===== config.mk =====
export PLATFORM = sky130hd
export DESIGN_NAME = instruction_fetch
export DESIGN_NICKNAME = d
export VERILOG_FILES = /design/src/rtl/instruction_fetch.sv
export SDC_FILE = /design/constraint.sdc
export NUM_CORES = 2
export LEC_CHECK = 0
export BUFFER_PORTS_ARGS = -buffer_cell sky130_fd_sc_hd__buf_2
export CAP_MARGIN = 20
export CORE_MARGIN = 4
export CORE_UTILIZATION = 55
export DETAILED_ROUTE_END_ITERATION = 6
export PLACE_DENSITY = 0.69
export SYNTH_ARGS = -nofsm -noshare
export SYNTH_HDL_FRONTEND = slang
export SYNTH_SLANG_ARGS = --single-unit
export TNS_END_PERCENT = 5

===== constraint.sdc =====
create_clock -name clk -period 8.4 [get_ports clk]
set_input_delay 1.26 -clock clk [delete_from_list [all_inputs] [get_ports clk]]
set_output_delay 1.26 -clock clk [all_outputs]
set_load 0.05 [all_outputs]

===== src/rtl/instruction_fetch.sv =====
// -----------------------------------------------------------------------------
// instruction_fetch
//
// Byte-addressed instruction fetch unit with an internal program memory.
// A request presents the byte address of an opcode. The unit reads the opcode
// and, when it is the inline-constant opcode, the CONST_BYTES bytes that
// follow it. It then returns opcode, big-endian constant and the address of
// the next opcode through a valid/ready response handshake.
//
// Parameters
//   ADDR_W       byte-address width of the program counter
//   DEPTH        program bytes stored (power of two, <= 2**ADDR_W, >= 2)
//   CONST_BYTES  length of the inline constant that follows PUSH_OPCODE
//   PUSH_OPCODE  opcode that carries an inline constant
//
// Ports
//   clk              single clock, rising edge
//   rst_n            synchronous active-low reset
//   req_valid/ready  fetch request handshake (ready only while idle)
//   req_pc           byte address of the opcode to fetch
//   rsp_valid/ready  response handshake; rsp_* held stable while waiting
//   rsp_instruction  fetched opcode
//   rsp_constant     inline constant (big-endian), zero for other opcodes
//   rsp_next_pc      address of the following opcode (wraps mod 2**ADDR_W)
//   rsp_error        sticky out-of-range flag for the current fetch
//   wr_en/addr/data  program-load port, one byte per cycle, any state
//
// Configuration
//   FETCH_BOUNDS_CHECK_EN  when defined, reads at addresses >= DEPTH return
//                          8'hFF and raise rsp_error, and writes there are
//                          dropped. When undefined, addresses alias onto the
//                          low log2(DEPTH) bits and rsp_error stays 0.
// -----------------------------------------------------------------------------
module instruction_fetch #(
  parameter int         ADDR_W      = 8,
  parameter int         DEPTH       = 256,
  parameter int         CONST_BYTES = 4,
  parameter logic [7:0] PUSH_OPCODE = 8'h10
) (
  input  logic                     clk,
  input  logic                     rst_n,
  input  logic                     req_valid,
  output logic                     req_ready,
  input  logic [ADDR_W-1:0]        req_pc,
  output logic                     rsp_valid,
  input  logic                     rsp_ready,
  output logic [7:0]               rsp_instruction,
  output logic [8*CONST_BYTES-1:0] rsp_constant,
  output logic [ADDR_W-1:0]        rsp_next_pc,
  output logic                     rsp_error,
  input  logic                     wr_en,
  input  logic [ADDR_W-1:0]        wr_addr,
  input  logic [7:0]               wr_data
);

  localparam int IDX_W = $clog2(DEPTH);
  localparam int CW    = 8 * CONST_BYTES;
  localparam int CNT_W = (CONST_BYTES > 1) ? $clog2(CONST_BYTES) : 1;

  localparam logic [CNT_W-1:0]  CNT_LAST = CNT_W'(CONST_BYTES - 1);
  localparam logic [ADDR_W-1:0] OP_LEN   = ADDR_W'(1);
  localparam logic [ADDR_W-1:0] PUSH_LEN = ADDR_W'(CONST_BYTES + 1);

  typedef enum logic [1:0] {
    IDLE   = 2'd0,
    OPCODE = 2'd1,
    CONST  = 2'd2,
    RESP   = 2'd3
  } state_t;

  state_t state, state_nxt;

  logic [7:0]        mem [DEPTH];
  logic [ADDR_W-1:0] addr;     // byte currently being read
  logic [ADDR_W-1:0] pc;       // opcode address of the fetch in flight
  logic [CNT_W-1:0]  cnt;      // constant bytes already shifted in
  logic [7:0]        rd_byte;
  logic              rd_err;
  logic              wr_ok;

  // Memory read is combinational from the fetch address.
`ifdef FETCH_BOUNDS_CHECK_EN
  localparam logic [ADDR_W:0] DEPTH_EXT = (ADDR_W + 1)'(DEPTH);

  always_comb begin
    rd_err  = ({1'b0, addr} >= DEPTH_EXT);
    rd_byte = rd_err ? 8'hFF : mem[addr[IDX_W-1:0]];
    wr_ok   = ({1'b0, wr_addr} < DEPTH_EXT);
  end
`else
  assign rd_err  = 1'b0;
  assign rd_byte = mem[addr[IDX_W-1:0]];
  assign wr_ok   = 1'b1;
`endif

  // Program memory is never cleared; writes are blocked only while in reset.
  // The non-blocking update means a read in the same cycle sees the old byte.
  always_ff @(posedge clk) begin
    if (rst_n && wr_en && wr_ok) begin
      mem[wr_addr[IDX_W-1:0]] <= wr_data;
    end
  end

  always_ff @(posedge clk) begin
    if (!rst_n) begin
      state <= IDLE;
    end else begin
      state <= state_nxt;
    end
  end

  always_comb begin
    state_nxt = state;
    req_ready = 1'b0;
    rsp_valid = 1'b0;
    case (state)
      IDLE: begin
        req_ready = 1'b1;
        if (req_valid) begin
          state_nxt = OPCODE;
        end
      end
      OPCODE: begin
        state_nxt = (rd_byte == PUSH_OPCODE) ? CONST : RESP;
      end
      CONST: begin
        if (cnt == CNT_LAST) begin
          state_nxt = RESP;
        end
      end
      RESP: begin
        rsp_valid = 1'b1;
        if (rsp_ready) begin
          state_nxt = IDLE;
        end
      end
      default: state_nxt = IDLE;
    endcase
  end

  // Datapath. Response fields only change while a fetch is in flight, so
  // they hold steady throughout RESP regardless of rsp_ready.
  always_ff @(posedge clk) begin
    if (!rst_n) begin
      rsp_instruction <= '0;
      rsp_constant    <= '0;
      rsp_next_pc     <= '0;
      rsp_error       <= 1'b0;
      cnt             <= '0;
    end else begin
      case (state)
        IDLE: begin
          if (req_valid) begin
            addr         <= req_pc;
            pc           <= req_pc;
            rsp_constant <= '0;
            rsp_error    <= 1'b0;
          end
        end
        OPCODE: begin
          rsp_instruction <= rd_byte;
          rsp_constant    <= '0;
          rsp_error       <= rsp_error | rd_err;
          addr            <= addr + OP_LEN;
          cnt             <= '0;
          if (rd_byte != PUSH_OPCODE) begin
            rsp_next_pc <= pc + OP_LEN;
          end
        end
        CONST: begin
          // Shift left a byte at a time so the first byte read ends up most
          // significant (big-endian constant).
          rsp_constant <= (rsp_constant << 8) | CW'(rd_byte);
          rsp_error    <= rsp_error | rd_err;
          addr         <= addr + OP_LEN;
          cnt          <= cnt + CNT_W'(1);
          if (cnt == CNT_LAST) begin
            rsp_next_pc <= pc + PUSH_LEN;
          end
        end
        default: ;
      endcase
    end
  end

endmodule


==> results.json <==
{
  "drv_cap": 0,
  "insertion_delay_ns": 0.84,
  "grt_pass1_vias": 41235,
  "rows": 142,
  "synth-seq-cells": 2124,
  "worst_pin_slew_ns": 1.17,
  "crit_path_top_delay_cell": "dfxtp_4",
  "clock_sinks": 2124,
  "post_cts_buffers": 0,
  "slew_headroom": 0.215,
  "routed_wl_mm": 207,
  "grt_max_degree": 181,
  "endpoint_kind": "register",
  "status": "finished with violations",
  "ant_nets": 0,
  "tritoncts": "built",
  "post_drt_wl_per_cell_um": 32.7,
  "hold_viol": 0,
  "synth_edf_count": 2064,
  "cts-buffers-inserted": 205,
  "dieArea_um2": 157000,
  "crit_chain": "buf_12 > buf_12 > mux4_2 > mux2i_1 > o211ai_1 > or4_1 > o21ai_1 > a2111oi_1 > or2_1 > o31ai_4 > mux2i_1",
  "utilization": 0.615,
  "grt_overflow": 0,
  "core_um2": 150000,
  "crit_family": "multiplexers",
  "antenna_found_initial": 2,
  "synth_fp_nets": 4054,
  "synth_area_um2": 82900,
  "holdBufCountCts": 0,
  "fin_tns_setup_ns": 0,
  "synth.yosys.seq_area_share": 0.762,
  "p_per_area_nw_per_um2": 321,
  "cp_max_fo": 88,
  "worst_hold_path_type": "register to register",
  "stdcell_count": 6327,
  "grt_usage": 0.266,
  "cp.required_ns": 9.15,
  "yosys.area.top_type": "edfxtp_1",
  "synth_flop_cell": "edfxtp_1",
  "finClkSkew_ns": 0.0337,
  "syn_inst": 4017,
  "clockBufferDepth": 3,
  "vdd_drop_max_mv": 0.295,
  "critical_path_class": "register to register",
  "netlist-cell-type-count": 77,
  "clk_pin_slew_ns": 0.06,
  "dr_total_vias": 41579,
  "worst-path-buf-inv": 2,
  "initial_core_util": 0.553,
  "die_width_um": 396,
  "gp_congestion": 0.914,
  "maxSlewViolCount": 0,
  "dr.pass1.iters": 7,
  "arrival_ns": 6.09,
  "grt_pass1_wl_mm": 300,
  "rsz0062_at_grt": "no",
  "cts_max_level": 4,
  "fin_nets": 4173,
  "post_cts_resized": 0,
  "setup_violations": 0,
  "cts-root-buf": "clkbuf_16",
  "fmax_mhz": 187,
  "ios": 80,
  "slowest_delay_ns": 0.73,
  "violations": "design-rule violations",
  "die_h_um": 396,
  "min_period_over_period": 0.636,
  "dp_cells": 5942,
  "viasPerCell": 6.57,
  "async_flop_share": 0,
  "drive_gt1_frac": 0.231,
  "synth_top_area_share": 0.748,
  "drcViolationCount": 1,
  "startpoint_type": "register",
  "power_leakage_nw": 28.7,
  "area.growth.synth_to_final_pct": 11.1,
  "hpwl_mm": 125,
  "period_needed_ns": 5.34,
  "syn_area_per_cell_um2": 20.6,
  "port_buffers": 78,
  "yosys_warnings": 0,
  "synthTopCellsByArea": "edfxtp_1 75%, mux4_2 13%, dfxtp_1 1.4%",
  "drtIter0Drc": 5473
}
==> worst paths after layout <==
path,slack (ns),startpoint,depth (start not counted),to
worst max-delay path,3.06,register,11,rsp_next_pc[7]$_SDFFE_PN0P_
worst min-delay path,0.45,rsp_next_pc[7]$_SDFFE_PN0P_,2,rsp_next_pc[7]$_SDFFE_PN0P_
worst min register to register,0.45,rsp_next_pc[7]$_SDFFE_PN0P_,2,rsp_next_pc[7]$_SDFFE_PN0P_
worst max register to register,3.06,register,11,rsp_next_pc[7]$_SDFFE_PN0P_
==> cell families (layout without fill, tap and decap cells) <==
group	after synthesis	after routing	share of synthesized area
AO/OA/AOI/OAI	328	328	0.0287
flip-flops	2124	2124	0.762
adder cells (fa/ha/maj)	8	8	0.00121
XOR/XNOR	12	12	0.00127
multiplexers	638	638	0.152
other	1	5	0.0000452
buffers and inverters	255	545	0.0187
AND/OR/NAND/NOR	651	651	0.0355
==> worst reg2reg max path: cells and delay by family, from the launching register on <==
kind | cells | cell delay [ns]
simple gates | 2 | 0.97
mux | 3 | 1.35
flops | 1 | 0.73
compound gates | 4 | 0.98
buf+inv | 2 | 1.24
==> layout by cell type (no fill, tap or decap), types with 11 or more instances in the layout <==
master,n
edfxtp_1,2064
mux4_2,470
nor2_1,291
clkbuf_16,211
nand2_1,129
mux2i_1,109
nand3_1,87
buf_2,72
o22ai_1,70
a22oi_1,67
buf_4,57
dfxtp_1,54
clkinv_1,41
mux2_2,39
clkbuf_1,38
clkinv_2,37
a21oi_1,34
nor2b_1,30
a21boi_0,29
bufinv_16,29
nor3_1,23
o221ai_1,19
mux4_1,19
a221oi_1,19
o21ai_0,17
nand4_1,16
buf_12,14
inv_1,12
nand2b_1,12
and2_1,11
==> per-stage QoR <==
stage	worst slack (ns)	power [mW]	cell area, um^2	hold WS [ns]
after CTS	3.01	29.6	92100	0.460
after floorplan	5.06	17.6	82900	0.458
after global placement	2.95	20.2	85100	0.446
after detailed placement	2.97	20.3	85200	0.452
after global routing	2.74	30.5	92100	0.483
final	3.06	29.6	92100	0.454
==> power breakdown <==
part           total [mW]  internal [mW]  switching [mW]
sequential           11.9           11.7           0.214
clock                9.43           5.49            3.94
combinational        8.20           3.21            4.99
total                29.6           20.4            9.15
==> Yosys cell counts, drive strengths merged, types with 12 or more instances <==
cell	number
o221ai	19
mux2	39
nor2b	33
dfxtp	60
buf	143
inv	12
a221oi	21
nor3	23
nand3	90
mux2i	110
o21ai	23
a21boi	30
a21oi	34
a22oi	67
mux4	489
nand2b	12
nand4	16
clkbuf	99
nor2	292
nand2	130
edfxtp	2064
o22ai	70
==> registers in the layout, indices dropped and copies added (netlist names), named ones only <==
name and flops:
cnt 2, pc 8, mem 2048, state 2, rsp_instruction 8, addr 8, rsp_next_pc 8, rsp_constant 32
==> per-layer routing <==
metal  share of wire  track usage
met1            0.39        0.381
met2            0.47        0.404
met3            0.11       0.0674
met4           0.036       0.0926
met5               0            0
==> cell type report <==
type                    instances  area, um^2
repair buffers                154        1220
multi-input cells            1638       18200
fillers                     10309       57600
flip-flops and latches       2124       63200
clock buffers                 249        5420
well taps                    2016        2520
inverters                      13        48.8
diodes                          4        10.0
clock inverters               129        1480
Note: power is estimated with default switching activity, not from simulation.
